===== config.mk =====
export PLATFORM = sky130hd
export DESIGN_NAME = exc_ctrl_flat
export DESIGN_NICKNAME = d
export VERILOG_FILES = /design/src/rtl/exc_ctrl_if.sv /design/src/rtl/exc_ctrl.sv /design/src/flat_wrapper.sv
export SDC_FILE = /design/constraint.sdc
export NUM_CORES = 1
export LEC_CHECK = 0
export CORE_ASPECT_RATIO = 1.1
export CORE_MARGIN = 2
export CORE_UTILIZATION = 34
export DETAILED_ROUTE_END_ITERATION = 6
export PLACE_DENSITY = 0.75
export SYNTH_ARGS = -nofsm -noshare
export SYNTH_HDL_FRONTEND = slang
export SYNTH_SLANG_ARGS = --single-unit

===== constraint.sdc =====
create_clock -name clk -period 2.6 [get_ports clk]
set_input_delay 0.52 -clock clk [delete_from_list [all_inputs] [get_ports clk]]
set_output_delay 0.52 -clock clk [all_outputs]
set_load 0.05 [all_outputs]

===== src/rtl/exc_ctrl_if.sv =====
// Pipeline/CP0/fetch-side signal bundle for exc_ctrl.
// master = pipeline, CP0 and fetch side; slave = exc_ctrl.
interface exc_ctrl_if;
  logic        m_valid;
  logic [31:0] m_pc;
  logic        m_bd;
  logic        m_adel_if;
  logic        m_ri;
  logic        m_ov;
  logic        m_sys;
  logic        m_bp;
  logic        m_adel_ld;
  logic        m_ades;
  logic [31:0] m_addr;
  logic        m_eret;
  logic [31:0] cp0_status;
  logic [31:0] cp0_cause;
  logic [31:0] cp0_epc;
  logic        ex_valid;
  logic [4:0]  ex_excode;
  logic        ex_bd;
  logic [31:0] ex_epc;
  logic [31:0] ex_badvaddr;
  logic        ex_eret;
  logic        flush;
  logic        redirect_valid;
  logic [31:0] redirect_pc;
  logic        redirect_ready;

  modport master (
    output m_valid, m_pc, m_bd, m_adel_if, m_ri, m_ov, m_sys, m_bp,
           m_adel_ld, m_ades, m_addr, m_eret, cp0_status, cp0_cause,
           cp0_epc, redirect_ready,
    input  ex_valid, ex_excode, ex_bd, ex_epc, ex_badvaddr, ex_eret,
           flush, redirect_valid, redirect_pc
  );

  modport slave (
    input  m_valid, m_pc, m_bd, m_adel_if, m_ri, m_ov, m_sys, m_bp,
           m_adel_ld, m_ades, m_addr, m_eret, cp0_status, cp0_cause,
           cp0_epc, redirect_ready,
    output ex_valid, ex_excode, ex_bd, ex_epc, ex_badvaddr, ex_eret,
           flush, redirect_valid, redirect_pc
  );
endinterface


===== src/rtl/exc_ctrl.sv =====
// MEM-stage exception/interrupt commit: priority pick, CP0 write, flush, held redirect.
// Define EXC_ERET_CHECK_EN to turn eret with status.EXL=0 into a reserved-instruction fault.
module exc_ctrl #(
  parameter logic [31:0] VEC_BEV  = 32'hBFC0_0380,
  parameter logic [31:0] VEC_NORM = 32'h8000_0180
) (
  input logic       clk,
  input logic       resetn,
  exc_ctrl_if.slave bus
);
  typedef enum logic {IDLE, REDIR} state_t;

  state_t      state;
  logic        int_pend;
  logic        hit;
  logic        take;
  logic        sel_eret;
  logic [4:0]  sel_code;
  logic [31:0] sel_badv;

  assign int_pend = bus.cp0_status[0] & ~bus.cp0_status[1] &
                    (|(bus.cp0_cause[15:8] & bus.cp0_status[15:8]));

  always_comb begin
    hit      = 1'b1;
    sel_eret = 1'b0;
    sel_code = 5'd0;
    sel_badv = 32'h0;
    if (int_pend)            sel_code = 5'd0;
    else if (bus.m_adel_if) begin
      sel_code = 5'd4;
      sel_badv = bus.m_pc;
    end
    else if (bus.m_ri)       sel_code = 5'd10;
    else if (bus.m_ov)       sel_code = 5'd12;
    else if (bus.m_sys)      sel_code = 5'd8;
    else if (bus.m_bp)       sel_code = 5'd9;
    else if (bus.m_adel_ld) begin
      sel_code = 5'd4;
      sel_badv = bus.m_addr;
    end
    else if (bus.m_ades) begin
      sel_code = 5'd5;
      sel_badv = bus.m_addr;
    end
    else if (bus.m_eret) begin
`ifdef EXC_ERET_CHECK_EN
      // eret outside exception level is illegal: fault as RI instead
      if (bus.cp0_status[1]) sel_eret = 1'b1;
      else                   sel_code = 5'd10;
`else
      sel_eret = 1'b1;
`endif
    end
    else hit = 1'b0;
  end

  // resetn gate keeps flush low while reset is held with a valid MEM input
  assign take               = resetn & (state == IDLE) & bus.m_valid & hit;
  assign bus.flush          = take | (state == REDIR);
  assign bus.redirect_valid = (state == REDIR);

  always_ff @(posedge clk or negedge resetn) begin
    if (!resetn) begin
      state           <= IDLE;
      bus.ex_valid    <= 1'b0;
      bus.ex_eret     <= 1'b0;
      bus.ex_bd       <= 1'b0;
      bus.ex_excode   <= 5'd0;
      bus.ex_epc      <= 32'h0;
      bus.ex_badvaddr <= 32'h0;
      bus.redirect_pc <= 32'h0;
    end else begin
      bus.ex_valid <= 1'b0;
      bus.ex_eret  <= 1'b0;
      case (state)
        IDLE: if (take) begin
          state           <= REDIR;
          bus.ex_valid    <= 1'b1;
          bus.ex_eret     <= sel_eret;
          bus.ex_excode   <= sel_code;
          bus.ex_bd       <= bus.m_bd;
          bus.ex_epc      <= bus.m_bd ? bus.m_pc - 32'd4 : bus.m_pc;
          bus.ex_badvaddr <= sel_badv;
          if (sel_eret)               bus.redirect_pc <= bus.cp0_epc;
          else if (bus.cp0_status[22]) bus.redirect_pc <= VEC_BEV;
          else                        bus.redirect_pc <= VEC_NORM;
        end
        REDIR: if (bus.redirect_ready) state <= IDLE;
        default: state <= IDLE;
      endcase
    end
  end
endmodule


===== src/flat_wrapper.sv =====
// flat-port wrapper written by rule: the top's interface ports become plain ports
module exc_ctrl_flat 
#(
  parameter logic [31:0] VEC_BEV  = 32'hBFC0_0380,
  parameter logic [31:0] VEC_NORM = 32'h8000_0180
)
  (clk, resetn, bus_m_valid, bus_m_pc, bus_m_bd, bus_m_adel_if, bus_m_ri, bus_m_ov, bus_m_sys, bus_m_bp, bus_m_adel_ld, bus_m_ades, bus_m_addr, bus_m_eret, bus_cp0_status, bus_cp0_cause, bus_cp0_epc, bus_redirect_ready, bus_ex_valid, bus_ex_excode, bus_ex_bd, bus_ex_epc, bus_ex_badvaddr, bus_ex_eret, bus_flush, bus_redirect_valid, bus_redirect_pc);
  exc_ctrl_if bus_i ();
  input logic clk;
  input logic resetn;
  input wire logic [$bits(bus_i.m_valid)-1:0] bus_m_valid;
  input wire logic [$bits(bus_i.m_pc)-1:0] bus_m_pc;
  input wire logic [$bits(bus_i.m_bd)-1:0] bus_m_bd;
  input wire logic [$bits(bus_i.m_adel_if)-1:0] bus_m_adel_if;
  input wire logic [$bits(bus_i.m_ri)-1:0] bus_m_ri;
  input wire logic [$bits(bus_i.m_ov)-1:0] bus_m_ov;
  input wire logic [$bits(bus_i.m_sys)-1:0] bus_m_sys;
  input wire logic [$bits(bus_i.m_bp)-1:0] bus_m_bp;
  input wire logic [$bits(bus_i.m_adel_ld)-1:0] bus_m_adel_ld;
  input wire logic [$bits(bus_i.m_ades)-1:0] bus_m_ades;
  input wire logic [$bits(bus_i.m_addr)-1:0] bus_m_addr;
  input wire logic [$bits(bus_i.m_eret)-1:0] bus_m_eret;
  input wire logic [$bits(bus_i.cp0_status)-1:0] bus_cp0_status;
  input wire logic [$bits(bus_i.cp0_cause)-1:0] bus_cp0_cause;
  input wire logic [$bits(bus_i.cp0_epc)-1:0] bus_cp0_epc;
  input wire logic [$bits(bus_i.redirect_ready)-1:0] bus_redirect_ready;
  output wire logic [$bits(bus_i.ex_valid)-1:0] bus_ex_valid;
  output wire logic [$bits(bus_i.ex_excode)-1:0] bus_ex_excode;
  output wire logic [$bits(bus_i.ex_bd)-1:0] bus_ex_bd;
  output wire logic [$bits(bus_i.ex_epc)-1:0] bus_ex_epc;
  output wire logic [$bits(bus_i.ex_badvaddr)-1:0] bus_ex_badvaddr;
  output wire logic [$bits(bus_i.ex_eret)-1:0] bus_ex_eret;
  output wire logic [$bits(bus_i.flush)-1:0] bus_flush;
  output wire logic [$bits(bus_i.redirect_valid)-1:0] bus_redirect_valid;
  output wire logic [$bits(bus_i.redirect_pc)-1:0] bus_redirect_pc;
  assign bus_i.m_valid = bus_m_valid;
  assign bus_i.m_pc = bus_m_pc;
  assign bus_i.m_bd = bus_m_bd;
  assign bus_i.m_adel_if = bus_m_adel_if;
  assign bus_i.m_ri = bus_m_ri;
  assign bus_i.m_ov = bus_m_ov;
  assign bus_i.m_sys = bus_m_sys;
  assign bus_i.m_bp = bus_m_bp;
  assign bus_i.m_adel_ld = bus_m_adel_ld;
  assign bus_i.m_ades = bus_m_ades;
  assign bus_i.m_addr = bus_m_addr;
  assign bus_i.m_eret = bus_m_eret;
  assign bus_i.cp0_status = bus_cp0_status;
  assign bus_i.cp0_cause = bus_cp0_cause;
  assign bus_i.cp0_epc = bus_cp0_epc;
  assign bus_i.redirect_ready = bus_redirect_ready;
  assign bus_ex_valid = bus_i.ex_valid;
  assign bus_ex_excode = bus_i.ex_excode;
  assign bus_ex_bd = bus_i.ex_bd;
  assign bus_ex_epc = bus_i.ex_epc;
  assign bus_ex_badvaddr = bus_i.ex_badvaddr;
  assign bus_ex_eret = bus_i.ex_eret;
  assign bus_flush = bus_i.flush;
  assign bus_redirect_valid = bus_i.redirect_valid;
  assign bus_redirect_pc = bus_i.redirect_pc;
  exc_ctrl #(.VEC_BEV(VEC_BEV), .VEC_NORM(VEC_NORM)) u_core (.clk(clk), .resetn(resetn), .bus(bus_i));
endmodule

==> out/metrics.cfg <==
[yosys]
synthesis.nets=619
syn_area_mm2=0.004751
ys.flop_type=dfrtp_1
ys_types=41
ys_seq_area_share_pct=54.78
yosysWarnings=0
async_flop_share_pct=100.0
syn_inst=445
ys_ff_latch=104
avgSynthCellArea_um2=10.68
synth_edf_count=0

[worst_setup_path]
worstReg2RegStart=u_core.bus.redirect_valid$_DFF_PN0_
worstPathRequired_ns=2.08
worstRegToRegCells=8
critical_path.cell_chain=buf_6 -> or4_4 -> or4_4 -> o31ai_4 -> nand2_4 -> buf_8
rr_endpoint=u_core.bus.ex_badvaddr[10]$_DFFE_PN0P_
cpMostUsedCell=or4_4
crit_family=simple AND/OR/NAND/NOR gates
cpMaxStageDelayCell=or4_4
cp-startpoint=bus_m_ri
start_kind=primary input
cp_max_fo=2
reg2reg_slack_ns=0.72
crit_buf_inv=2
crit_arrival_ns=2.10
critPathKind=in -> out
max_stage_delay_ns=0.53
setup.worst_path.end=bus_flush
cp.depth=6
cp-end-kind=output port

[clocking]
numCtsBuffers=9
holdBufCountCts=0
cts_buffer_depth=2
clockRootBuffer=clkbuf_16
path_clk_slew_ns=0.08
clock-sinks=104
insertion_delay_ns=0.35
htreeDepth=3
cts_tree=yes

[timing]
fin_skew_ns=0.01296
final_hold_viol_count=0
finalSetupViolCount=1
slew_headroom_pct=52.56
grt_setup_unrepaired=true
setup_tns_ns=-0.01792
holdWs_ns=0.3138
min_period_ns=2.618
fin_ws_ns=-0.01792
final_max_slew_viol_count=0
finalCritPeriodShare_pct=100.7
tightest_slew_ns=0.7116
fmax_mhz=382.0

[global_route]
grt_max_degree=55
antenna_found_initial=0
grt_overflow=0
grt_pass1_wl_mm=24.10
grt_pass1_vias=4559
track_usage_pct=20.86

[run_status]
violations=negative setup slack
outcome=finished, violations left

[floorplanning]
die_w_um=116.7
io_pins=279
initial_core_util_pct=34.58
placementRows=45
fp.coreArea_mm2=0.01374
die_area_mm2=0.01494
die_y_um=128.0

[cells_and_area]
nets=878
synthToLayoutAreaGrowth_pct=68.03
drive_above_1_share_pct=12.27

[power_and_ir_drop]
powerDensity_mw_per_mm2=670.4
peakVddDrop_mv=0.3329
p_leak_uw=0.003253

[detailed_routing]
num_vias=4606
route.detailed.drc=0
drt-pass1-iter-count=4
wire_per_inst_um=17.90
drt_iter0_markers=270
wl_mm=16.07
via_per_inst=5.129
postRouteAntennaNets=0

[hold_path]
hold_path_class=in -> async

[job]
cap_violations=0

[placed_design]
dp_slack_ns=-0.5447
post-dp-hpwl_mm=11.68
numPortBuffers=232
place.gp.congestion=0.8161

worst reg2reg max path, cell delays in order, from the launching register on:
cell	delay, ns
dfrtp_1	0.37
inv_1	0.12
and3_1	0.28
o31ai_4	0.12
buf_4	0.15
buf_4	0.14
buf_8	0.16
buf_12	0.17
o31ai_1	0.27
how the worst min path moves through the flow:
stage | start | end | slack (ns)
2_1_floorplan | resetn | u_core.bus.ex_badvaddr[0]$_DFFE_PN0P_ | 0.22
3_3_place_gp | u_core.bus.ex_excode[0]$_DFFE_PN0P_ | u_core.bus.ex_excode[0]$_DFFE_PN0P_ | 0.46
3_5_place_dp | u_core.bus.ex_badvaddr[14]$_DFFE_PN0P_ | u_core.bus.ex_badvaddr[14]$_DFFE_PN0P_ | 0.46
4_1_cts | resetn | u_core.bus.redirect_pc[13]$_DFFE_PN0P_ | 0.33
5_1_grt | resetn | u_core.bus.redirect_pc[13]$_DFFE_PN0P_ | 0.36
6_report | resetn | u_core.bus.redirect_pc[13]$_DFFE_PN0P_ | 0.31
where the power goes:
group / leakage [uW] / switching [uW] / internal (uW)
logic: 0.00175 / 1190 / 724
registers: 0.00134 / 126 / 1830
clock network: 0.000159 / 611 / 874
cell type report:
cell class              count  area [um^2]
clock buffers              10        239.0
well taps                 188        235.2
fillers                  1182         5756
repair buffers            284         2810
diodes                      1        2.502
flip-flops and latches    104         2603
multi-input cells         301         1988
clock inverters             6        90.09
inverters                   4        15.01
sequential cells by signal (all words and copies together), names as in the netlist:
name / cells
u_core.bus.ex_badvaddr: 32
u_core.bus.ex_bd: 1
u_core.bus.ex_epc: 32
u_core.bus.ex_eret: 1
u_core.bus.ex_excode: 4
u_core.bus.ex_valid: 1
u_core.bus.redirect_pc: 32
u_core.bus.redirect_valid: 1
cells in the final DEF (no fill, tap or decap), drive strengths merged, types with 2 or more instances in the layout:
cell type,netlist,routed
nor4,13,13
clkdlybuf4s50,0,225
o21ai,33,33
or4,4,4
buf,21,58
o22a,3,3
bufinv,0,2
nand2,72,72
xnor2,25,25
or3,4,4
a22o,22,22
mux2,3,3
clkinv,0,2
nor2b,2,2
nor4bb,2,2
or2,3,3
inv,4,5
and3,2,2
o31ai,34,34
dfrtp,104,104
a22oi,36,36
nor2,8,8
clkbuf,15,10
nand2b,2,2
xor2,4,4
a221o,9,9
nor3,10,10
synthesized netlist by cell type (2+ instances only):
cell type | instances | area, um^2
a221o_1 | 9 | 90.09
nor4_1 | 13 | 81.33
nand2b_1 | 2 | 12.51
o21ai_0 | 30 | 150.1
a22oi_1 | 36 | 270.3
nor3_1 | 10 | 50.05
nand2_1 | 72 | 270.3
nor4bb_1 | 2 | 20.02
a22o_1 | 22 | 192.7
dfrtp_1 | 104 | 2603
nor2b_1 | 2 | 12.51
buf_2 | 17 | 85.08
buf_6 | 2 | 22.52
mux2_2 | 3 | 33.78
buf_4 | 2 | 15.01
o31ai_1 | 33 | 247.7
inv_1 | 4 | 15.01
or4_1 | 2 | 15.01
xnor2_1 | 25 | 219.0
o22a_1 | 3 | 26.28
nor2_1 | 8 | 30.03
clkbuf_1 | 15 | 56.30
o21ai_1 | 3 | 15.01
or4_4 | 2 | 22.52
xor2_1 | 4 | 35.03
or3_1 | 4 | 25.02
or2_2 | 2 | 12.51
through the flow:
step	power [uW]	std cells	util [%]	area, um^2
global route	5552	897	58.09	7980
global placement	3838	877	55.05	7564
detailed placement	3870	877	55.05	7564
floorplan	3026	445	-	4767
finish	5352	898	58.11	7983
CTS	5386	896	58.03	7973
cell families (layout without fill, tap and decap cells):
logic type / count (synthesis) / count (layout) / synth area share (%)
other cells: 1 / 2 / 0.07893
mux: 3 / 3 / 0.7110
fa+ha+maj: 1 / 1 / 0.2633
buf+inv: 40 / 304 / 4.082
flops: 104 / 104 / 54.78
compound gates: 140 / 140 / 21.86
xor+xnor: 29 / 29 / 5.346
simple gates: 127 / 127 / 12.88
per-layer routing:
metal | vias up | share of wire, % | track usage [%]
met5 | - | 0 | 0
met2 | 179 | 49 | 34.04
met1 | 2233 | 42 | 27.08
met4 | 0 | 3.0 | 9.343
met3 | 35 | 5.6 | 3.546
li1 | 2159 | - | -
timing repair:
action / in CTS / in global routing
buffers inserted: 1 / 1
resized for setup: 23 / 0
pin swaps: 4 / 4
endpoints found under the setup margin: 80 / 11
cloned: 2 / 0
No activity file was read; power rests on OpenSTA's default activity.
